$ cat config.mk
export PLATFORM = sky130hd
export DESIGN_NAME = vga_timing
export DESIGN_NICKNAME = d
export VERILOG_FILES = /design/src/rtl/vga_pkg.sv /design/src/rtl/vga_axis_counter.sv /design/src/rtl/vga_timing.sv
export SDC_FILE = /design/constraint.sdc
export NUM_CORES = 1
export LEC_CHECK = 0
export CAP_MARGIN = 20
export CORE_ASPECT_RATIO = 0.6
export CORE_UTILIZATION = 51
export DETAILED_ROUTE_END_ITERATION = 10
export PLACE_DENSITY = 0.8
export SLEW_MARGIN = 20
export SYNTH_ARGS = -nofsm -noshare
export SYNTH_HDL_FRONTEND = slang
export SYNTH_SLANG_ARGS = --single-unit
$ cat constraint.sdc
create_clock -name pclk_in -period 6.29 [get_ports pclk_in]
set_input_delay 0.9435 -clock pclk_in [delete_from_list [all_inputs] [get_ports pclk_in]]
set_output_delay 0.9435 -clock pclk_in [all_outputs]
set_load 0.005 [all_outputs]
$ cat src/rtl/vga_pkg.sv
// Shared 800x600@60 (40 MHz pixel clock) timing constants and helpers for
// the VGA timing generator.
package vga_pkg;

  localparam int CNT_W = 11;
  typedef logic [CNT_W-1:0] cnt_t;

  localparam int VGA_H_ACTIVE     = 800;
  localparam int VGA_H_TOTAL      = 1056;
  localparam int VGA_H_SYNC_START = 840;
  localparam int VGA_H_SYNC_END   = 968;

  localparam int VGA_V_ACTIVE     = 600;
  localparam int VGA_V_TOTAL      = 628;
  localparam int VGA_V_SYNC_START = 601;
  localparam int VGA_V_SYNC_END   = 605;

  localparam int FRAME_CNT_W = 16;

  // True when lo <= v < hi (half-open window used for sync pulses).
  function automatic logic in_window(input cnt_t v, input cnt_t lo, input cnt_t hi);
    return (v >= lo) && (v < hi);
  endfunction

endpackage

$ cat src/rtl/vga_axis_counter.sv
// One timing axis: a wrapping position counter plus registered sync and
// blank flags. The flags are decoded from the next count value so they
// line up with count_out on the same cycle.
module vga_axis_counter
  import vga_pkg::*;
#(
  parameter int ACTIVE     = VGA_H_ACTIVE,
  parameter int TOTAL      = VGA_H_TOTAL,
  parameter int SYNC_START = VGA_H_SYNC_START,
  parameter int SYNC_END   = VGA_H_SYNC_END
) (
  input  logic        clk_in,
  input  logic        rst_in,
  input  logic        en_in,
  output logic [10:0] count_out,
  output logic        wrap_out,
  output logic        sync_out,
  output logic        blnk_out
);

  localparam cnt_t LAST   = cnt_t'(TOTAL - 1);
  localparam cnt_t ACT    = cnt_t'(ACTIVE);
  localparam cnt_t SYNC_S = cnt_t'(SYNC_START);
  localparam cnt_t SYNC_E = cnt_t'(SYNC_END);

  cnt_t r_count;
  logic r_sync;
  logic r_blnk;
  cnt_t w_next;
  logic w_at_end;
  logic w_wrap;

  // Next count: advance when enabled, wrap from TOTAL-1 back to 0.
  always_comb begin
    w_at_end = (r_count == LAST);
    w_wrap   = en_in && w_at_end;
    w_next   = r_count;
    if (en_in) begin
      w_next = w_at_end ? '0 : r_count + cnt_t'(1);
    end
  end

  // Count and flags registered together so they never skew.
  always_ff @(posedge clk_in) begin
    if (rst_in) begin
      r_count <= '0;
      r_sync  <= 1'b0;
      r_blnk  <= 1'b0;
    end else begin
      r_count <= w_next;
      r_sync  <= in_window(w_next, SYNC_S, SYNC_E);
      r_blnk  <= (w_next >= ACT);
    end
  end

  assign count_out = r_count;
  assign wrap_out  = w_wrap;
  assign sync_out  = r_sync;
  assign blnk_out  = r_blnk;

endmodule

$ cat src/rtl/vga_timing.sv
// VGA timing generator: horizontal and vertical axis counters chained by the
// horizontal wrap, plus a frame-start pulse at pixel (0,0).
// Optional macro VGA_TIMING_FRAME_CNT_EN adds a 16-bit completed-frame
// counter on port frame_cnt_out.
module vga_timing
  import vga_pkg::*;
#(
  parameter int H_ACTIVE     = VGA_H_ACTIVE,
  parameter int H_TOTAL      = VGA_H_TOTAL,
  parameter int H_SYNC_START = VGA_H_SYNC_START,
  parameter int H_SYNC_END   = VGA_H_SYNC_END,
  parameter int V_ACTIVE     = VGA_V_ACTIVE,
  parameter int V_TOTAL      = VGA_V_TOTAL,
  parameter int V_SYNC_START = VGA_V_SYNC_START,
  parameter int V_SYNC_END   = VGA_V_SYNC_END
) (
  input  logic        pclk_in,
  input  logic        rst_in,
  output logic [10:0] hcount_out,
  output logic        hsync_out,
  output logic        hblnk_out,
  output logic [10:0] vcount_out,
  output logic        vsync_out,
  output logic        vblnk_out,
  output logic        frame_start_out
`ifdef VGA_TIMING_FRAME_CNT_EN
  ,
  output logic [15:0] frame_cnt_out
`endif
);

  logic r_started;
  logic r_frame_start;
  logic w_h_wrap;
  logic w_v_wrap;

  // Reset loads pixel (0,0) with the pulse cleared; the first edge after
  // release holds (0,0) and raises frame_start, then counting begins.
  always_ff @(posedge pclk_in) begin
    if (rst_in) begin
      r_started <= 1'b0;
    end else begin
      r_started <= 1'b1;
    end
  end

  vga_axis_counter #(
    .ACTIVE     (H_ACTIVE),
    .TOTAL      (H_TOTAL),
    .SYNC_START (H_SYNC_START),
    .SYNC_END   (H_SYNC_END)
  ) u_h_axis (
    .clk_in    (pclk_in),
    .rst_in    (rst_in),
    .en_in     (r_started),
    .count_out (hcount_out),
    .wrap_out  (w_h_wrap),
    .sync_out  (hsync_out),
    .blnk_out  (hblnk_out)
  );

  vga_axis_counter #(
    .ACTIVE     (V_ACTIVE),
    .TOTAL      (V_TOTAL),
    .SYNC_START (V_SYNC_START),
    .SYNC_END   (V_SYNC_END)
  ) u_v_axis (
    .clk_in    (pclk_in),
    .rst_in    (rst_in),
    .en_in     (w_h_wrap),
    .count_out (vcount_out),
    .wrap_out  (w_v_wrap),
    .sync_out  (vsync_out),
    .blnk_out  (vblnk_out)
  );

  // Frame-start pulse: either the post-reset (0,0) or a full-frame wrap.
  always_ff @(posedge pclk_in) begin
    if (rst_in) begin
      r_frame_start <= 1'b0;
    end else begin
      r_frame_start <= !r_started || w_v_wrap;
    end
  end

  assign frame_start_out = r_frame_start;

`ifdef VGA_TIMING_FRAME_CNT_EN
  logic [FRAME_CNT_W-1:0] r_frame_cnt;

  // Counts wrap-driven frame starts only; the post-reset pulse is not counted.
  always_ff @(posedge pclk_in) begin
    if (rst_in) begin
      r_frame_cnt <= '0;
    end else if (w_v_wrap) begin
      r_frame_cnt <= r_frame_cnt + 16'd1;
    end
  end

  assign frame_cnt_out = r_frame_cnt;
`endif

endmodule

==> impl_metrics.env <==
export IMPL_crit_slowest_cell="nand4_1"
export IMPL_cts_sinks=28
export IMPL_vias_per_cell=5.97
export IMPL_grt_total_usage_pct=24.5
export IMPL_reg2reg_slack_ps=3300
export IMPL_r2r_start="u_h_axis.count_out[0]"
export IMPL_end_kind="flop"
export IMPL_r2r_end="u_v_axis.blnk_out"
export IMPL_netSwitchingPower_w=0.0000690
export IMPL_holdBufCountCts=0
export IMPL_multiInputGateArea_um2=936
export IMPL_crit_chain="ha_1, and3_1, nand4_1, or3_1, a2111oi_2, o21bai_1, o22a_1"
export IMPL_antenna_left=0
export IMPL_yosysWarningCount=0
export IMPL_pwr_share_seq_pct=53.9
export IMPL_io_pins=29
export IMPL_max_freq_ghz=0.334
export IMPL_drtIter0Drc=186
export IMPL_cts_path_max_buffers=2
export IMPL_cts_tree="yes"
export IMPL_clk_pin_slew_ps=100
export IMPL_p_comb_share_pct=4.1
export IMPL_fin_area_um2=1920
export IMPL_numPortBuffers=28
export IMPL_firstDrtPassIters=5
export IMPL_drive_gt1_share_pct=6.67
export IMPL_routedWlPerCell_um=15.4
export IMPL_antenna_found_initial=0
export IMPL_place_congestion=0.878
export IMPL_vias=1505
export IMPL_start_util_pct=54.4
export IMPL_reg2reg_depth=7
export IMPL_fin_crit_sh_pct=47.6
export IMPL_p_int_w=0.000272
export IMPL_diodes=0
export IMPL_syn_cell_area_um2=1590
export IMPL_htreeDepth=1
export IMPL_grt_setup_unrepaired="no"
export IMPL_cts_root_buf="clkbuf_8"
export IMPL_regArea_um2=561
export IMPL_cts_resized=0
export IMPL_min_delay_start="u_h_axis.count_out[1]"
export IMPL_worst_slew_pin_slew_ps=887
export IMPL_fillers=259
export IMPL_drv_cap=0
export IMPL_final_setup_tns_ps=0
export IMPL_switching_share_pct=20.2
export IMPL_async_reset_ff_share_pct=0
export IMPL_power_clock_fraction_pct=42.0
export IMPL_clk_latency_ps=280
export IMPL_required_ps=6530
export IMPL_overflow=0
export IMPL_critPathMaxStageDelay_ps=610
export IMPL_core_area_um2=2930
export IMPL_drc=0
export IMPL_status="completed"
export IMPL_critPathMaxFanout=18
export IMPL_final_core_util_pct=65.4
export IMPL_ys_ff_latch=28
export IMPL_die_width_um=74.1
export IMPL_detailedPlacementHpwl_mm=2.81
export IMPL_finalMaxSlewViolations=0
export IMPL_totalWireLength_mm=3.88
export IMPL_die_h_um=45.3
export IMPL_start_kind="flop"
export IMPL_layout_setup_ws_ps=3300
export IMPL_placed_cell_area_um2=1840
export IMPL_area_growth_pct=20.3
export IMPL_synth_edf_count=0
export IMPL_hold_violations=0
export IMPL_pwr_density_cell_nw_per_um2=178
export IMPL_synth_distinct_cells=50
export IMPL_seq_area_frac_synth_pct=35.2
export IMPL_p_leak_nw=0.653
export IMPL_synthCells=193
export IMPL_fin_nets=215
export IMPL_die_area_um2=3360
export IMPL_grt_pass1_vias=1185
export IMPL_grt_max_degree=26
export IMPL_crit_type="reg -> reg"
export IMPL_setup_viol=0
export IMPL_period_minus_slack_ps=2990
export IMPL_postSynthNetCount=197
export IMPL_place_ws_ps=3390
export IMPL_hp_class="reg -> reg"
export IMPL_rows=15
export IMPL_grt_pass1_wl_mm=6.07
export IMPL_slew_headroom_pct=40.7
export IMPL_cts_buffers=3
export IMPL_post_cts_setup_buffers=0
export IMPL_holdPathEnd="u_h_axis.count_out[1]"
export IMPL_finClkSkew_ps=9.83
export IMPL_peakVddDrop_uv=146
export IMPL_avgSynthCellArea_um2=8.25
export IMPL_hold_depth=2
export IMPL_synthFlopType="dfxtp_1"
export IMPL_critPathArrivalTime_ps=3230
==> synthesized netlist by cell type, types with 4 or more instances <==
master | count | area [um2]
clkbuf_1 | 6 | 22.5
o21ai_0 | 6 | 30.0
nand3_1 | 8 | 40.0
inv_1 | 4 | 15.0
dfxtp_1 | 28 | 561
and3_1 | 5 | 31.3
nand4_1 | 8 | 50.1
nand2_1 | 14 | 52.6
a31oi_1 | 5 | 31.3
a21oi_1 | 7 | 35.0
nor3_1 | 9 | 45.0
xor2_1 | 8 | 70.1
xnor2_1 | 6 | 52.6
buf_2 | 5 | 25.0
nor2_1 | 22 | 82.6
==> layout make-up <==
class                   instances  share of cell area, %
repair buffers                 28                   14.6
clock buffers                   3                   2.16
inverters                       4                  0.784
flip-flops and latches         28                   29.3
well taps                      42                   2.74
multi-input cells             146                   48.9
clock inverters                 1                   1.57
==> routing by layer <==
layer	track usage, %	routed length, um	vias up
met5	0	0	-
met1	38.3	1970	695
met2	31.8	1540	71
li1	-	-	733
met3	6.70	331	6
met4	6.92	34	0
==> power groups by stage <==
| stage | Sequential [W] | Combinational [W] | Clock, W |
|---|---|---|---|
| after floorplan | 0.000187 | 0.00000855 | 0 |
| after global placement | 0.000188 | 0.0000134 | 0 |
| after detailed placement | 0.000188 | 0.0000138 | 0 |
| after CTS | 0.000184 | 0.0000140 | 0.000145 |
| after global routing | 0.000185 | 0.0000160 | 0.000154 |
| final | 0.000184 | 0.0000139 | 0.000143 |
==> state kept, by name, summed over array words and instances (netlist names) <==
| register | flops |
|---|---|
| u_v_axis.blnk_out | 1 |
| r_started | 1 |
| u_v_axis.sync_out | 1 |
| frame_start_out | 1 |
| u_h_axis.blnk_out | 1 |
| u_h_axis.sync_out | 1 |
| u_v_axis.count_out | 11 |
| u_h_axis.count_out | 11 |
==> layout by cell type, fill, tap and decap left out, types with 6 or more instances in the layout <==
cell / instances
dfxtp_1: 28
nor3_1: 9
clkdlybuf4s50_1: 28
a21oi_1: 7
xnor2_1: 6
xor2_1: 8
o21ai_0: 6
nand4_1: 8
nor2_1: 22
nand3_1: 8
nand2_1: 14
==> worst max-delay path: cells and delay by family (launching register included) <==
family / cells / cell delay [ps]
flops: 1 / 420
fa+ha+maj: 1 / 270
compound gates: 3 / 750
simple gates: 3 / 1510
==> worst max-delay path by stage <==
stage               depth (start not counted)  slack [ps]                 to             startpoint
floorplan                                   9        3950  u_v_axis.blnk_out  u_v_axis.count_out[0]
CTS                                         7        3370  u_v_axis.blnk_out  u_h_axis.count_out[0]
global route                                7        3050  u_v_axis.blnk_out  u_h_axis.count_out[0]
detailed placement                          7        3390  u_v_axis.blnk_out  u_h_axis.count_out[1]
global placement                            4        3470  u_v_axis.blnk_out                 rst_in
finish                                      7        3300  u_v_axis.blnk_out  u_h_axis.count_out[0]
==> per-stage QoR <==
| step | power, W | hold WS [ps] | instances |
|---|---|---|---|
| 2_1_floorplan | 0.000195 | 537 | 193 |
| 3_3_place_gp | 0.000201 | 539 | 248 |
| 3_5_place_dp | 0.000202 | 569 | 248 |
| 4_1_cts | 0.000343 | 584 | 252 |
| 5_1_grt | 0.000355 | 622 | 252 |
| 6_report | 0.000341 | 579 | 252 |
==> logic make-up (layout without fill, tap and decap cells) <==
| family | Yosys count | count (layout) | share of synthesized area [%] |
|---|---|---|---|
| adder cells (fa/ha/maj) | 2 | 2 | 1.57 |
| buffers and inverters | 19 | 36 | 6.05 |
| multiplexers | 3 | 3 | 1.96 |
| flip-flops | 28 | 28 | 35.2 |
| XOR/XNOR | 14 | 14 | 7.70 |
| AND/OR/NAND/NOR | 91 | 91 | 31.9 |
| AO/OA/AOI/OAI | 36 | 36 | 15.6 |
No activity file was read; power rests on OpenSTA's default activity.
